`config.mk`:
```
export PLATFORM = sky130hd
export DESIGN_NAME = regfile_dump_rx
export DESIGN_NICKNAME = d
export VERILOG_FILES = /design/src/rtl/regfile_dump_rx_pkg.sv /design/src/rtl/regdump_shadow_ram.sv /design/src/rtl/regfile_dump_rx.sv
export SDC_FILE = /design/constraint.sdc
export NUM_CORES = 1
export LEC_CHECK = 0
export BUFFER_PORTS_ARGS = -buffer_cell sky130_fd_sc_hd__buf_2
export CAP_MARGIN = 0
export CORE_MARGIN = 3
export CORE_UTILIZATION = 45
export CTS_CLUSTER_SIZE = 10
export DETAILED_ROUTE_END_ITERATION = 10
export GPL_ROUTABILITY_DRIVEN = 1
export PLACE_DENSITY = 0.74
export SYNTH_ARGS = -nofsm -noshare
export SYNTH_HDL_FRONTEND = slang
export SYNTH_SLANG_ARGS = --single-unit
```
`constraint.sdc`:
```
create_clock -name clk12 -period 7.1 [get_ports clk12]
set_clock_uncertainty 0.1 [all_clocks]
set_input_delay 0.71 -clock clk12 [delete_from_list [all_inputs] [get_ports clk12]]
set_output_delay 0.71 -clock clk12 [all_outputs]
set_load 0.05 [all_outputs]
```
`src/rtl/regfile_dump_rx_pkg.sv`:
```
// ---------------------------------------------------------------------------
// regfile_dump_rx_pkg
// Shared definitions for the register-file dump receiver.
//   - Wire-format constants (bytes per dump, register count).
//   - Byte-lane codes. Stream byte n lands in lane (n+1)&3 of its register:
//     lane 0 = [31:24], lane 1 = [7:0], lane 2 = [15:8], lane 3 = [23:16].
//   - Receiver FSM state encoding.
// ---------------------------------------------------------------------------
package regfile_dump_rx_pkg;

    localparam int DUMP_BYTES = 128;
    localparam int NUM_REGS   = 32;

    localparam logic [1:0] LANE_MSB = 2'd0;
    localparam logic [1:0] LANE_B0  = 2'd1;
    localparam logic [1:0] LANE_B1  = 2'd2;
    localparam logic [1:0] LANE_B2  = 2'd3;

    typedef enum logic [1:0] {
        ST_IDLE  = 2'd0,
        ST_RECV  = 2'd1,
        ST_FLUSH = 2'd2
    } state_t;

    // Lane carried by stream byte n.
    function automatic logic [1:0] byte_lane(input logic [6:0] n);
        logic [6:0] n_plus;
        n_plus = n + 7'd1;
        return n_plus[1:0];
    endfunction

endpackage

```
`src/rtl/regdump_shadow_ram.sv`:
```
// ---------------------------------------------------------------------------
// regdump_shadow_ram
// 32 x 32-bit shadow copy of the most recently received register values.
// One write port, one registered read port (1-cycle latency).
// Contents clear to zero on reset.
// Ports:
//   clk12    in   system clock
//   rstn     in   asynchronous active-low reset
//   we       in   write strobe
//   wr_addr  in   write register index
//   wr_data  in   write value
//   rd_addr  in   read register index
//   rd_data  out  registered read value
// ---------------------------------------------------------------------------
module regdump_shadow_ram
    import regfile_dump_rx_pkg::*;
(
    input  logic        clk12,
    input  logic        rstn,
    input  logic        we,
    input  logic [4:0]  wr_addr,
    input  logic [31:0] wr_data,
    input  logic [4:0]  rd_addr,
    output logic [31:0] rd_data
);

    logic [31:0] mem [NUM_REGS];

    always_ff @(posedge clk12 or negedge rstn) begin
        if (!rstn) begin
            for (int i = 0; i < NUM_REGS; i++) begin
                mem[i] <= '0;
            end
            rd_data <= '0;
        end else begin
            if (we) begin
                mem[wr_addr] <= wr_data;
            end
            rd_data <= mem[rd_addr];
        end
    end

endmodule

```
`src/rtl/regfile_dump_rx.sv`:
```
// ---------------------------------------------------------------------------
// regfile_dump_rx
// Receives the 128-byte register-file dump sent over UART after every
// executed instruction and reassembles it into 32 register writes
// (regs 1..31 in stream order, then reg 0, whose MSB is the last byte).
// A dump that stalls for TIMEOUT_CYC idle cycles is abandoned with dump_err.
// Optional feature macro: REGDUMP_SHADOW_EN adds a readable shadow copy of
// the received registers; without it rd_data is constant 0.
// Parameters:
//   TIMEOUT_CYC  idle cycles allowed between bytes inside a dump
//   DUMP_BYTES   bytes per dump (wire format, leave at 128)
// Ports:
//   clk12      in   system clock
//   rstn       in   asynchronous active-low reset
//   rx_data    in   received byte
//   rx_valid   in   1-cycle strobe, rx_data valid
//   reg_we     out  1-cycle strobe, reg_addr/reg_data valid
//   reg_addr   out  register index of reassembled word
//   reg_data   out  reassembled register value
//   dump_done  out  1-cycle pulse, all 32 words emitted
//   dump_err   out  1-cycle pulse, dump aborted by timeout
//   busy       out  high while a dump is in progress
//   rd_addr    in   shadow read address
//   rd_data    out  shadow read data, 1-cycle latency
// ---------------------------------------------------------------------------
module regfile_dump_rx #(
    parameter int TIMEOUT_CYC = 20000,
    parameter int DUMP_BYTES  = 128
) (
    input  logic        clk12,
    input  logic        rstn,
    input  logic [7:0]  rx_data,
    input  logic        rx_valid,
    output logic        reg_we,
    output logic [4:0]  reg_addr,
    output logic [31:0] reg_data,
    output logic        dump_done,
    output logic        dump_err,
    output logic        busy,
    input  logic [4:0]  rd_addr,
    output logic [31:0] rd_data
);

    import regfile_dump_rx_pkg::*;

    localparam int             IDLE_W    = $clog2(TIMEOUT_CYC + 1);
    localparam logic [IDLE_W-1:0] IDLE_LAST = IDLE_W'(TIMEOUT_CYC - 1);
    localparam logic [6:0]     LAST_N    = 7'(DUMP_BYTES - 1);
    localparam logic [6:0]     R0_DONE_N = 7'd2;

    state_t            state;
    logic [6:0]        cnt;
    logic [IDLE_W-1:0] idle_cnt;
    logic [7:0]        b0;
    logic [7:0]        b1;
    logic [7:0]        msb_hold;
    logic [23:0]       r0_low;

    // Index of the byte arriving now: a byte seen outside RECV always starts
    // a new dump, including one that lands in the FLUSH cycle.
    logic [6:0]        cur_n;
    logic [1:0]        cur_lane;

    always_comb begin
        cur_n    = (state == ST_RECV) ? cnt : 7'd0;
        cur_lane = byte_lane(cur_n);
    end

    assign busy = (state != ST_IDLE);

    always_ff @(posedge clk12 or negedge rstn) begin
        if (!rstn) begin
            state     <= ST_IDLE;
            cnt       <= '0;
            idle_cnt  <= '0;
            b0        <= '0;
            b1        <= '0;
            msb_hold  <= '0;
            r0_low    <= '0;
            reg_we    <= 1'b0;
            reg_addr  <= '0;
            reg_data  <= '0;
            dump_done <= 1'b0;
            dump_err  <= 1'b0;
        end else begin
            reg_we    <= 1'b0;
            dump_done <= 1'b0;
            dump_err  <= 1'b0;

            if (rx_valid) begin
                idle_cnt <= '0;
                cnt      <= cur_n + 7'd1;
                state    <= (cur_n == LAST_N) ? ST_FLUSH : ST_RECV;

                case (cur_lane)
                    LANE_B0: b0 <= rx_data;
                    LANE_B1: b1 <= rx_data;
                    LANE_B2: begin
                        // Third low byte completes a word. Reg 0's MSB only
                        // arrives at the very end, so park its low bytes.
                        if (cur_n == R0_DONE_N) begin
                            r0_low <= {rx_data, b1, b0};
                        end else begin
                            reg_we   <= 1'b1;
                            reg_addr <= cur_n[6:2];
                            reg_data <= {msb_hold, rx_data, b1, b0};
                        end
                    end
                    default: begin // LANE_MSB
                        if (cur_n == LAST_N) begin
                            // Reg 0 write and done share the FLUSH cycle.
                            reg_we    <= 1'b1;
                            reg_addr  <= 5'd0;
                            reg_data  <= {rx_data, r0_low};
                            dump_done <= 1'b1;
                            cnt       <= '0;
                        end else begin
                            msb_hold <= rx_data;
                        end
                    end
                endcase
            end else begin
                case (state)
                    ST_RECV: begin
                        if (idle_cnt == IDLE_LAST) begin
                            dump_err <= 1'b1;
                            state    <= ST_IDLE;
                            cnt      <= '0;
                            idle_cnt <= '0;
                        end else begin
                            idle_cnt <= idle_cnt + IDLE_W'(1);
                        end
                    end
                    ST_FLUSH: state <= ST_IDLE;
                    default:  state <= ST_IDLE;
                endcase
            end
        end
    end

`ifdef REGDUMP_SHADOW_EN
    regdump_shadow_ram u_shadow (
        .clk12   (clk12),
        .rstn    (rstn),
        .we      (reg_we),
        .wr_addr (reg_addr),
        .wr_data (reg_data),
        .rd_addr (rd_addr),
        .rd_data (rd_data)
    );
`else
    logic unused_rd_addr;
    assign unused_rd_addr = ^rd_addr;
    assign rd_data        = '0;
`endif

endmodule

```
# Word level (Yosys, flattened, before mapping)
# Index checks and enable logic that the tools add are counted.
# W data, S select, Z words.
[word_totals]
regBits = 112
inputBits = 16
output_inout_bits = 73
[op_classes]
addsub = 2
n_eq_ne = 9
n_mux = 28
bitwise_logic = 3
reduce_logical = 12
[ops]
columns = ["operator", "count"]
rows = [
  ["$mux W32", 2],
  ["$pmux W32 S2", 1],
  ["$mux W15", 3],
  ["$mux W7", 6],
  ["$add A15 B1 Y15 const B", 1],
  ["$eq A15 B15 Y1 const B", 1],
  ["$mux W5", 2],
  ["$pmux W5 S2", 1],
  ["$mux W1", 8],
  ["$mux W2", 4],
  ["$reduce_bool A2 Y1", 4],
  ["$add A7 B1 Y7 const B", 1],
  ["$eq A7 B2 Y1 const B", 1],
  ["$eq A7 B7 Y1 const B", 1],
  ["$reduce_and A2 Y1", 3],
  ["$reduce_and A3 Y1", 2],
  ["$eq A2 B1 Y1 const B", 2],
  ["$eq A2 B2 Y1 const B", 2],
  ["$reduce_and A4 Y1", 1],
  ["$ne A3 B2 Y1 const B", 1],
  ["$not A1 Y1", 3],
  ["$reduce_or A3 Y1", 1],
  ["$ne A2 B2 Y1 const B", 1],
  ["$pmux W1 S2", 1],
  ["$reduce_or A2 Y1", 1],
]

# Logic depth before layout (Yosys ltp)
# Gate-level depths: netlist of the first run.
[logic_depth]
depth_word = 7
mapped_depth = 10
ltp_nobuf = 8

# Least setup slack after synthesis of the first run
# Ideal clock, no wire load.
[synth_timing]
path_type = "register to register"
startpoint = "register state[1]"
endpoint = "register r0_low[16]"
setup_time_ns = 0.125
t_arrival_ns = 2.185
required_ns = 6.875
path_slack_ns = 4.690
path_stages_with_launch = 10
path_buffers = 3
period_less_slack_ns = 2.410
cell_sequence = "dfrtp_1 -> nand2b_1 -> buf_6 -> nor2_1 -> ha_1 -> clkbuf_1 -> nand3_1 -> nor2_2 -> buf_4 -> mux2_2"
[synth_via]
elab_chain_len = 5
elab_cells_between_ends = 6
[synth_rtl]
columns = ["element", "line", "source"]
rows = [
  ["from (decl)", "regfile_dump_rx.sv:51", "state_t state;"],
  ["from (signal assigned)", "regfile_dump_rx.sv:93", "state <= (cur_n == LAST_N) ? ST_FLUSH : ST_RECV;"],
  ["$eq A2 B1 Y1 *", "regfile_dump_rx.sv:65", "cur_n = (state == ST_RECV) ? cnt : 7'd0;"],
  ["$mux W7 *", "regfile_dump_rx.sv:65", ""],
  ["$add A7 B1 Y7", "--", ""],
  ["$eq A2 B2 Y1", "regfile_dump_rx.sv:95", "case (cur_lane)"],
  ["$reduce_and A3 Y1 (no source line) *", "--", ""],
  ["to (signal assigned)", "regfile_dump_rx.sv:102", "r0_low <= {rx_data, b1, b0};"],
  ["to (decl)", "regfile_dump_rx.sv:57", "logic [23:0] r0_low;"],
]
# Mark *: on every way between the ends. The rest lies on a longest branch, timed or not.
# A chain may end at the register's enable or synchronous reset.

# Final worst setup path of the first run
[layout_timing]
startpoint = "register state[1]"
endpoint = "register r0_low[5]"
# Same word-level chain as after synthesis.

==> results of run 1 <==
-- worst reg2reg max path, stage by stage (launching register included) --
cell and delay, ns:
dfrtp_1 0.44, nand2b_1 0.39, nor2_1 0.39, ha_2 0.26, buf_4 0.60, nand3_1 0.18
nor2_2 0.11, buf_4 0.35, mux2_2 0.41
-- cells by family (layout without fill, tap and decap cells) --
group | count (synthesis) | after routing
other | 1 | 32
buffers and inverters | 76 | 86
adders and majority gates | 7 | 7
and+or+nand+nor | 151 | 151
xor gates and xnor gates | 1 | 1
muxes | 81 | 81
AOI/OAI and AO/OA | 121 | 121
DFF | 112 | 112
-- worst paths after layout --
check                            start     endpoint  slack, ns  depth (start not counted)
max in group asynchronous         rstn  reg_data[3]       5.41                          2
max reg2reg                   state[1]    r0_low[5]       3.77                          8
max                           state[1]    r0_low[5]       3.77                          8
min reg2reg                reg_addr[2]  reg_addr[2]       0.39                          1
min in group clk12         reg_addr[2]  reg_addr[2]       0.39                          1
min                               rstn  idle_cnt[7]       0.31                          1
-- where the power goes --
group	leakage [nW]	internal, W	switching, W	total (W)
Sequential	1.32	0.000777	0.0000947	0.000872
Combinational	1.30	0.000163	0.000261	0.000424
Clock	0.139	0.000248	0.000248	0.000496
-- metrics by stage --
step                setup WS (ns)  std cells
finish                       3.77        763
floorplan                    4.69        581
CTS                          3.77        763
global route                 3.53        763
detailed placement           3.79        747
global placement             3.86        747
-- per-layer routing --
metal | wire [um] | global-route usage
met5 | 0 | 0
met1 | 5940 | 0.243
met2 | 6680 | 0.319
met3 | 681 | 0.0472
met4 | 146 | 0.0588
-- cells in the final DEF, fill, tap and decap left out, types with 2 or more instances in the layout --
cell,count
a22oi_1,33
buf_2,50
conb_1,32
buf_4,9
a32o_1,6
and2_1,30
o31a_1,2
inv_1,11
dfrtp_1,112
a31oi_1,12
o22ai_1,33
a21oi_1,8
nor2_2,2
a41oi_1,4
clkbuf_16,9
nand4b_1,2
nand4_1,7
and4_1,2
nand3_1,13
nand3b_1,3
o21ai_0,9
mux2i_1,33
nand2_1,17
ha_1,6
mux2_2,48
inv_6,3
nor2b_1,2
nor3_1,3
nor4_1,4
nor2_1,51
and2_0,4
and3_1,2
o211ai_1,5
-- flip-flops by register name (all words and copies together), names as in the netlist --
signal     flops
b0             8
b1             8
cnt            7
dump_done      1
dump_err       1
idle_cnt      15
msb_hold       8
r0_low        24
reg_addr       5
reg_data      32
reg_we         1
state          2
-- area by class of cell --
class | instances | area [um^2]
clock inverter | 6 | 61.3
clock buffer | 10 | 229
timing repair buffer | 59 | 318
tap | 172 | 215
sequential | 112 | 2800
inverter | 11 | 41.3
multi-input combinational | 393 | 2730
fill | 1191 | 6320
==> run_results.csv, run 1 <==
group,metric,value,unit
status,outcome,"finished, final reports clean",
synth,async_flop_share,1.00,
synth,synth_cells,550,
cts,path_clk_slew,0.08,ns
synth,synth_xor_area_frac,0.00149,
min_path,hold_class,"input port to async pin",
synth,synth_top_family_by_area,"multiplexers",
grt,first_global_vias,4305,
layout,n_antenna_cell,0,
floorplan,die_area,14500,um^2
pwr,power_density,280,nW/um^2
synth,ys.flop_type,"dfrtp_1",
drt,vias,4350,
timing,slew_viol_final,0,
layout,syn2layout_area_growth,8.69,%
flow_run,maxCapViolations,0,
cts,insertion_delay,0.36,ns
layout,final_nets,609,
synth,yosysTopAreaCell,"dfrtp_1",
drt,ant_nets,0,
critical_path,critical_path.endpoint_type,"flop",
synth,synth_area_per_cell,10.7,um^2
synth,synth_cell_types,53,
timing,fin_crit,3.33,ns
cts,cts_tree,"done",
floorplan,die_w,120,um
cts,clock_path_buffers,2,
critical_path,path_cells,"nand2b_1 -> nor2_1 -> ha_2 -> buf_4 -> nand3_1 -> nor2_2 -> buf_4 -> mux2_2",
synth,yosys-top-cells-area,"dfrtp_1 48%, mux2_2 9.2%, mux2i_1 5.6%",
timing,clock.fmax,300,MHz
timing,period_share,0.470,
pwr,vdd_drop_max,0.187,mV
timing,rsz0062_at_grt,"false",
floorplan,ios,89,
synth,synth-seq-area-share,0.476,
synth,synthMuxAreaShare,0.148,
synth,synth_edf_count,0,
cts,clock_sinks,112,
critical_path,cp_top_family,"simple AND/OR/NAND/NOR gates",
critical_path,slowest_delay,0.60,ns
floorplan,die_y,120,um
synth,synthTopCellsByCount,"112 x dfrtp_1, 51 x nor2_1, 48 x mux2_2",
synth,synthSimpleGateAreaFrac,0.136,
floorplan,start_util,0.463,
drt,via_per_inst,5.70,
grt,grt_max_degree,73,
place,io_buffers,51,
cts,cts_inserted_buffers,9,
floorplan,row_count,41,
drt,drtIter0Drc,329,
cts,htreeDepth,3,
synth,yosys_warnings,0,
synth,synth_fa_ha_area_frac,0.0149,
place,dpl.hpwl,8.69,mm
timing,worst_pin_slew,0.759,ns
cts,root_buffer,"clkbuf_16",
critical_path,required,7.24,ns
place,placed_area,6110,um^2
synth,yosysTopAreaCellShare,0.476,
critical_path,cp-start-kind,"flop",
timing,finalHoldViolCount,0,
cts,post-cts-setup-buffers,0,
critical_path,path_class,"flop to flop",
layout,finish.utilization,0.503,
pwr,p_leak,2.76,nW
drt,dr.pass1.iters,5,
grt,overflow,0,
drt,wl_per_cell,17.6,um
floorplan,core_area,12700,um^2
cts,cts_resized,0,
drt,finalWirelength,13.5,mm
place,place.gp.congestion,0.851,
layout,drive_above_1_share,0.222,
grt,antenna_found_initial,0,
grt,grt_pass1_wl,21.9,mm
critical_path,cp_num_buf_inv,2,
timing,setup_viol,0,
cts,postCtsHoldBufs,0,
synth,yosysMostFrequentCell,"dfrtp_1",
critical_path,critPathMostFrequentCell,"buf_4",
synth,synth-compound-area-share,0.142,
timing,timing.hold.ws,0.313,ns
critical_path,critPathMaxFanout,72,
layout,fin_area,6400,um^2
timing,fin_setup_tns,0,ns
timing,slew_headroom,0.494,
synth,syn_area,5890,um^2
critical_path,crit_path_top_delay_cell,"buf_4",
grt,grt_usage,0.190,
synth,ys_ff_latch,112,
drt,drc,0,
critical_path,arrival,3.47,ns
pwr,power,0.00179,W
Power figures use the tool's default switching activity.
==> run 2, diff against run 1 <==
Settings changed: ABC_AREA set to 1, PLACE_DENSITY 0.74 to 0.75.
Clock period 7.1 ns to 3.1 ns, I/O delays scaled along.
==> run 2 against run 1 <==
Non-clock buffer count unchanged. Largest power group unchanged. Count of clock-buffer cells in the layout unchanged. Utilization up 0.62 points. Critical path depth up 4. Maximum frequency up 24%. Synthesized cell count up 23%. Final area down 3.6%. Largest cell class unchanged. Sequential cell count unchanged. Power rose to 2.8 times the previous value. Combinational power rose to 4.0 times the previous value. First-iteration DRC count up 21%. Critical path type unchanged.
==> run_results.csv, run 2 <==
group,metric,value,unit
drt,finalWirelength,11.4,mm
timing,clock.fmax,372,MHz
critical_path,reg2reg_depth,12,
synth,synth-seq-area-share,0.497,
grt,antenna_found_initial,0,
drt,wl_per_cell,12.9,um
cts,cts_tree,"done",
critical_path,cp-start-kind,"flop",
timing,finalHoldViolCount,0,
drt,via_per_inst,4.84,
floorplan,die_area,13900,um^2
place,io_buffers,51,
pwr,vdd_drop_max,0.301,mV
grt,grt_max_degree,60,
layout,final_common_cell,"nand2_1",
flow_run,maxCapViolations,0,
min_path,min_delay_path_depth,3,
critical_path,path_cells,"inv_2 -> nor2_8 -> nand2_1 -> inv_1 -> ha_1 -> nand4_1 -> nor2_4 -> nand2_4 -> nand2_2 -> nand3_4 -> nand2_1 -> nand2_1",
min_path,worstHoldStart,"rx_data[0]",
timing,slew_viol_final,0,
cts,insertion_delay,0.35,ns
layout,largest_reg_flops,32,
critical_path,required,3.24,ns
critical_path,arrival,2.82,ns
critical_path,critPathMaxFanout,37,
pwr,intPower,0.00297,W
synth,yosysMostFrequentCell,"nand2_1",
critical_path,critPathMostFrequentCell,"nand2_1",
synth,yosys-top-cells-area,"dfrtp_1 50%, nand2_1 13%, nand3_1 6.0%",
critical_path,crit_path_top_delay_cell,"dfrtp_1",
synth,yosys_warnings,0,
timing,fin_setup_tns,0,ns
timing,fin_crit,2.69,ns
timing,rsz0062_at_grt,"false",
layout,top_register,"reg_data",
synth,yosysTopAreaCellShare,0.497,
synth,synth_area_per_cell,8.34,um^2
floorplan,ios,89,
place,dpl.hpwl,7.74,mm
cts,htreeDepth,3,
synth,synth_cells,676,
critical_path,cp.depth,12,
min_path,hold_path_end,"b1[0]",
min_path,hold_class,"input port to flop",
critical_path,r2r_end,"reg_data[31]",
layout,syn2layout_area_growth,9.36,%
floorplan,die_w,118,um
critical_path,slowest_delay,0.49,ns
timing,slew_headroom,0.543,
layout,top_regs,"reg_data x32, r0_low x24, idle_cnt x15",
critical_path,cp_num_buf_inv,2,
grt,first_global_vias,4021,
cts,clock_path_buffers,2,
critical_path,r2r_slack,0.41,ns
drt,dr.pass1.iters,4,
pwr,power_frac_clock,0.238,
floorplan,core_area,12100,um^2
synth,synth_edf_count,0,
critical_path,cp_top_family,"simple AND/OR/NAND/NOR gates",
floorplan,start_util,0.466,
layout,drive_above_1_share,0.150,
cts,cts_inserted_buffers,9,
grt,grt_pass1_wl,19.6,mm
layout,fillers,1154,
timing,setup_viol,0,
pwr,switchingPower,0.00206,W
floorplan,row_count,40,
cts,root_buffer,"clkbuf_16",
critical_path,crit_start,"state[0]",
pwr,p_leak,3.16,nW
layout,final_nets,740,
timing,period_share,0.867,
synth,ys.flop_type,"dfrtp_1",
pwr,seqPwrFrac,0.423,
layout,finish.utilization,0.509,
drt,vias,4304,
cts,clock_sinks,112,
pwr,swShare,0.409,
cts,post-cts-setup-buffers,0,
synth,yosysTopAreaCell,"dfrtp_1",
synth,syn_area,5640,um^2
layout,n_antenna_cell,0,
floorplan,die_y,118,um
pwr,pwr-share-comb,0.338,
grt,overflow,0,
critical_path,critical_path.endpoint_type,"flop",
synth,synth_cell_types,35,
drt,ant_nets,0,
synth,ys_ff_latch,112,
synth,async_flop_share,1.00,
drt,drc,0,
layout,final_cell_mix,"197 x nand2_1, 112 x dfrtp_1, 68 x nand3_1",
grt,grt_usage,0.171,
cts,path_clk_slew,0.08,ns
drt,drtIter0Drc,397,
place,place.gp.congestion,0.899,
synth,synthTopCellsByCount,"197 x nand2_1, 112 x dfrtp_1, 68 x nand3_1",
critical_path,regToRegStartpoint,"state[0]",
pwr,power_density,815,nW/um^2
critical_path,path_class,"flop to flop",
status,outcome,"finished, final reports clean",
timing,worst_pin_slew,0.686,ns
==> run 2: what timing repair did <==
item	CTS	global route
resized for setup	0	0
hold buffers	1	0
endpoints found under the hold margin	53	0
==> run 2: metrics by stage <==
stage,std cells,power [W],hold slack (ns),setup WS [ns],area [um^2]
2_1_floorplan,707,0.00351,-0.0856,0.947,5760
3_3_place_gp,873,0.00382,0.296,0.480,5850
3_5_place_dp,873,0.00387,0.296,0.429,5850
4_1_cts,890,0.00506,0.226,0.403,6170
5_1_grt,890,0.00534,0.258,0.0879,6170
6_report,890,0.00503,0.227,0.414,6170
==> run 2: cell families (layout without fill, tap and decap cells) <==
| group | count (synthesis) | after routing | synth area share |
|---|---|---|---|
| adder cells (fa/ha/maj) | 7 | 7 | 0.0155 |
| AO/OA/AOI/OAI | 101 | 101 | 0.104 |
| buffers and inverters | 111 | 126 | 0.113 |
| other | 1 | 32 | 0.000665 |
| AND/OR/NAND/NOR | 339 | 339 | 0.263 |
| flip-flops | 112 | 112 | 0.497 |
| XOR/XNOR | 5 | 5 | 0.00777 |
==> run 2: final cells by class <==
type                       count  area, um^2  share of cell area
timing repair buffer          59         333              0.0540
tap                          168         210              0.0341
multi-input combinational    484        2320               0.376
inverter                      51         191              0.0310
sequential                   112        2800               0.454
clock buffer                  10         229              0.0371
clock inverter                 6        83.8              0.0136
==> run 2: worst max path at each step <==
stage | slack [ns] | end
after floorplan | 0.95 | reg_addr[1]
after global placement | 0.48 | reg_data[16]
after detailed placement | 0.43 | reg_data[15]
after CTS | 0.40 | reg_data[31]
after global routing | 0.09 | reg_data[10]
final | 0.41 | reg_data[31]
==> run 2: worst register-to-register path, cell delays in order, from the launching register on <==
cell and delay [ns]:
dfrtp_1 0.49, inv_2 0.11, nor2_8 0.19, nand2_1 0.17
inv_1 0.14, ha_1 0.18, nand4_1 0.17, nor2_4 0.21
nand2_4 0.11, nand2_2 0.09, nand3_4 0.36, nand2_1 0.20
nand2_1 0.08
==> run 2: power groups by stage <==
stage	clock network (W)	registers [W]	logic (W)
after floorplan	0	0.00272	0.000799
after global placement	0	0.00214	0.00168
after detailed placement	0	0.00216	0.00171
after CTS	0.00122	0.00213	0.00172
after global routing	0.00128	0.00219	0.00188
final	0.00120	0.00213	0.00170
==> run 2: routing by layer <==
layer	GRT usage	part of all wire	wire length, um
met2	0.280	0.48	5520
met1	0.230	0.46	5290
met5	0	0	0
met3	0.0284	0.042	480
met4	0.0630	0.013	153
==> run 3, diff against run 2 <==
Settings changed: PLACE_DENSITY 0.75 to not set, PLACE_DENSITY_LB_ADDON set to 0.25.
==> run 3 against run 2 <==
Non-clock buffer count did not move. Largest cell class unchanged. First-iteration DRC count decreased by 12%. Worst setup slack better by 0.017 ns. Critical path type unchanged.
==> run_results.csv, run 3 (synthesis gave the netlist of run 2 again) <==
group,metric,value,unit
critical_path,required,3.24,ns
layout,top_register,"reg_data",
cts,htreeDepth,3,
critical_path,critPathMaxFanout,37,
grt,first_global_vias,4104,
critical_path,slowest_delay,0.49,ns
grt,grt_max_degree,52,
drt,wl_per_cell,13.4,um
critical_path,r2r_slack,0.43,ns
timing,period_share,0.861,
pwr,intPower,0.00297,W
drt,dr.pass1.iters,7,
pwr,power,0.00501,W
pwr,switchingPower,0.00205,W
grt,grt_pass1_wl,20.3,mm
timing,slew_viol_final,0,
cts,path_clk_slew,0.07,ns
cts,root_buffer,"clkbuf_16",
layout,top_regs,"reg_data x32, r0_low x24, idle_cnt x15",
floorplan,row_count,40,
timing,finalHoldViolCount,0,
cts,insertion_delay,0.35,ns
layout,fillers,1216,
drt,ant_nets,0,
floorplan,core_area,12100,um^2
drt,vias,4362,
timing,worst_pin_slew,0.603,ns
status,outcome,"finished, final reports clean",
pwr,power_frac_clock,0.233,
timing,slew_headroom,0.596,
timing,rsz0062_at_grt,"false",
timing,fin_setup_tns,0,ns
critical_path,path_cells,"inv_2 -> nor2_8 -> nand2_1 -> inv_1 -> ha_1 -> nand4_1 -> nor2_4 -> nand2_4 -> nand2_2 -> nand3_4 -> nand2_1 -> nand2_1",
layout,final_cell_mix,"197 x nand2_1, 112 x dfrtp_1, 68 x nand3_1",
floorplan,ios,89,
place,placed_area,5850,um^2
drt,drtIter0Drc,348,
place,dp_slack,0.422,ns
critical_path,arrival,2.81,ns
grt,grt_usage,0.178,
pwr,seqPwrFrac,0.426,
cts,cts_resized,0,
layout,drive_above_1_share,0.148,
layout,n_antenna_cell,0,
drt,finalWirelength,11.9,mm
layout,final_nets,740,
pwr,p_leak,3.15,nW
pwr,vdd_drop_max,0.294,mV
floorplan,die_area,13900,um^2
drt,drc,0,
critical_path,cp-start-kind,"flop",
place,io_buffers,51,
layout,final_common_cell,"nand2_1",
timing,clock.fmax,375,MHz
pwr,swShare,0.409,
cts,clock_path_buffers,2,
critical_path,critPathMostFrequentCell,"nand2_1",
floorplan,start_util,0.466,
grt,overflow,0,
critical_path,critical_path.endpoint_type,"flop",
cts,cts_tree,"done",
timing,timing.hold.ws,0.211,ns
floorplan,die_y,118,um
flow_run,maxCapViolations,0,
drt,via_per_inst,4.90,
critical_path,path_class,"flop to flop",
timing,setup_viol,0,
timing,setup_ws,0.431,ns
cts,clock_sinks,112,
layout,largest_reg_flops,32,
layout,syn2layout_area_growth,9.07,%
min_path,hold_class,"input port to flop",
floorplan,die_w,118,um
grt,antenna_found_initial,0,
timing,fin_crit,2.67,ns
pwr,power_density,815,nW/um^2
pwr,pwr-share-comb,0.340,
place,dpl.hpwl,8.29,mm
place,place.gp.congestion,0.876,
critical_path,crit_path_top_delay_cell,"dfrtp_1",
cts,cts_inserted_buffers,9,
layout,fin_area,6150,um^2
==> run 3: power by group through the flow <==
stage	Sequential [W]	Combinational, W	Clock [W]
2_1_floorplan	0.00272	0.000799	0
3_3_place_gp	0.00214	0.00169	0
3_5_place_dp	0.00216	0.00172	0
4_1_cts	0.00214	0.00173	0.00121
5_1_grt	0.00219	0.00188	0.00127
6_report	0.00214	0.00171	0.00117
==> run 3: timing repair <==
action	4_1_cts	5_1_grt
hold buffers	1	0
hold endpoints to repair	33	0
setup buffers	0	0
==> run 3: critical path: cells and delay by family, from the launching register on <==
family | cells | cell delay (ns)
fa+ha+maj | 1 | 0.19
buf+inv | 2 | 0.26
flops | 1 | 0.49
simple gates | 9 | 1.52
==> run 3: area by class of cell <==
class | instances | area (um^2) | area share
clock buffers | 11 | 233 | 0.0378
clock inverters | 5 | 63.8 | 0.0104
well taps | 168 | 210 | 0.0342
inverters | 51 | 191 | 0.0311
flip-flops and latches | 112 | 2800 | 0.456
repair buffers | 59 | 333 | 0.0541
multi-input cells | 484 | 2320 | 0.377
==> run 3: final timing paths <==
path                                    from            to  cells after the start
worst max-delay path                state[0]   reg_data[0]                     12
worst min-delay path                rx_valid      dump_err                      2
worst max register to register      state[0]   reg_data[0]                     12
worst min register to register  reg_data[26]  reg_data[26]                      2
max in group asynchronous               rstn        cnt[2]                      3
min in group asynchronous               rstn  reg_data[11]                      2
==> run 3: metal layers <==
| layer | global-route usage | part of all wire | wire, um |
|---|---|---|---|
| met3 | 0.0418 | 0.049 | 590 |
| met1 | 0.246 | 0.48 | 5700 |
| met2 | 0.281 | 0.46 | 5470 |
| met4 | 0.0527 | 0.016 | 187 |
| met5 | 0 | 0 | 0 |
==> run 3: metrics by stage <==
stage                     instances  utilization
final                           890        0.508
after global routing            890        0.508
after CTS                       890        0.508
after detailed placement        873        0.483
after global placement          873        0.483
after floorplan                 707            -
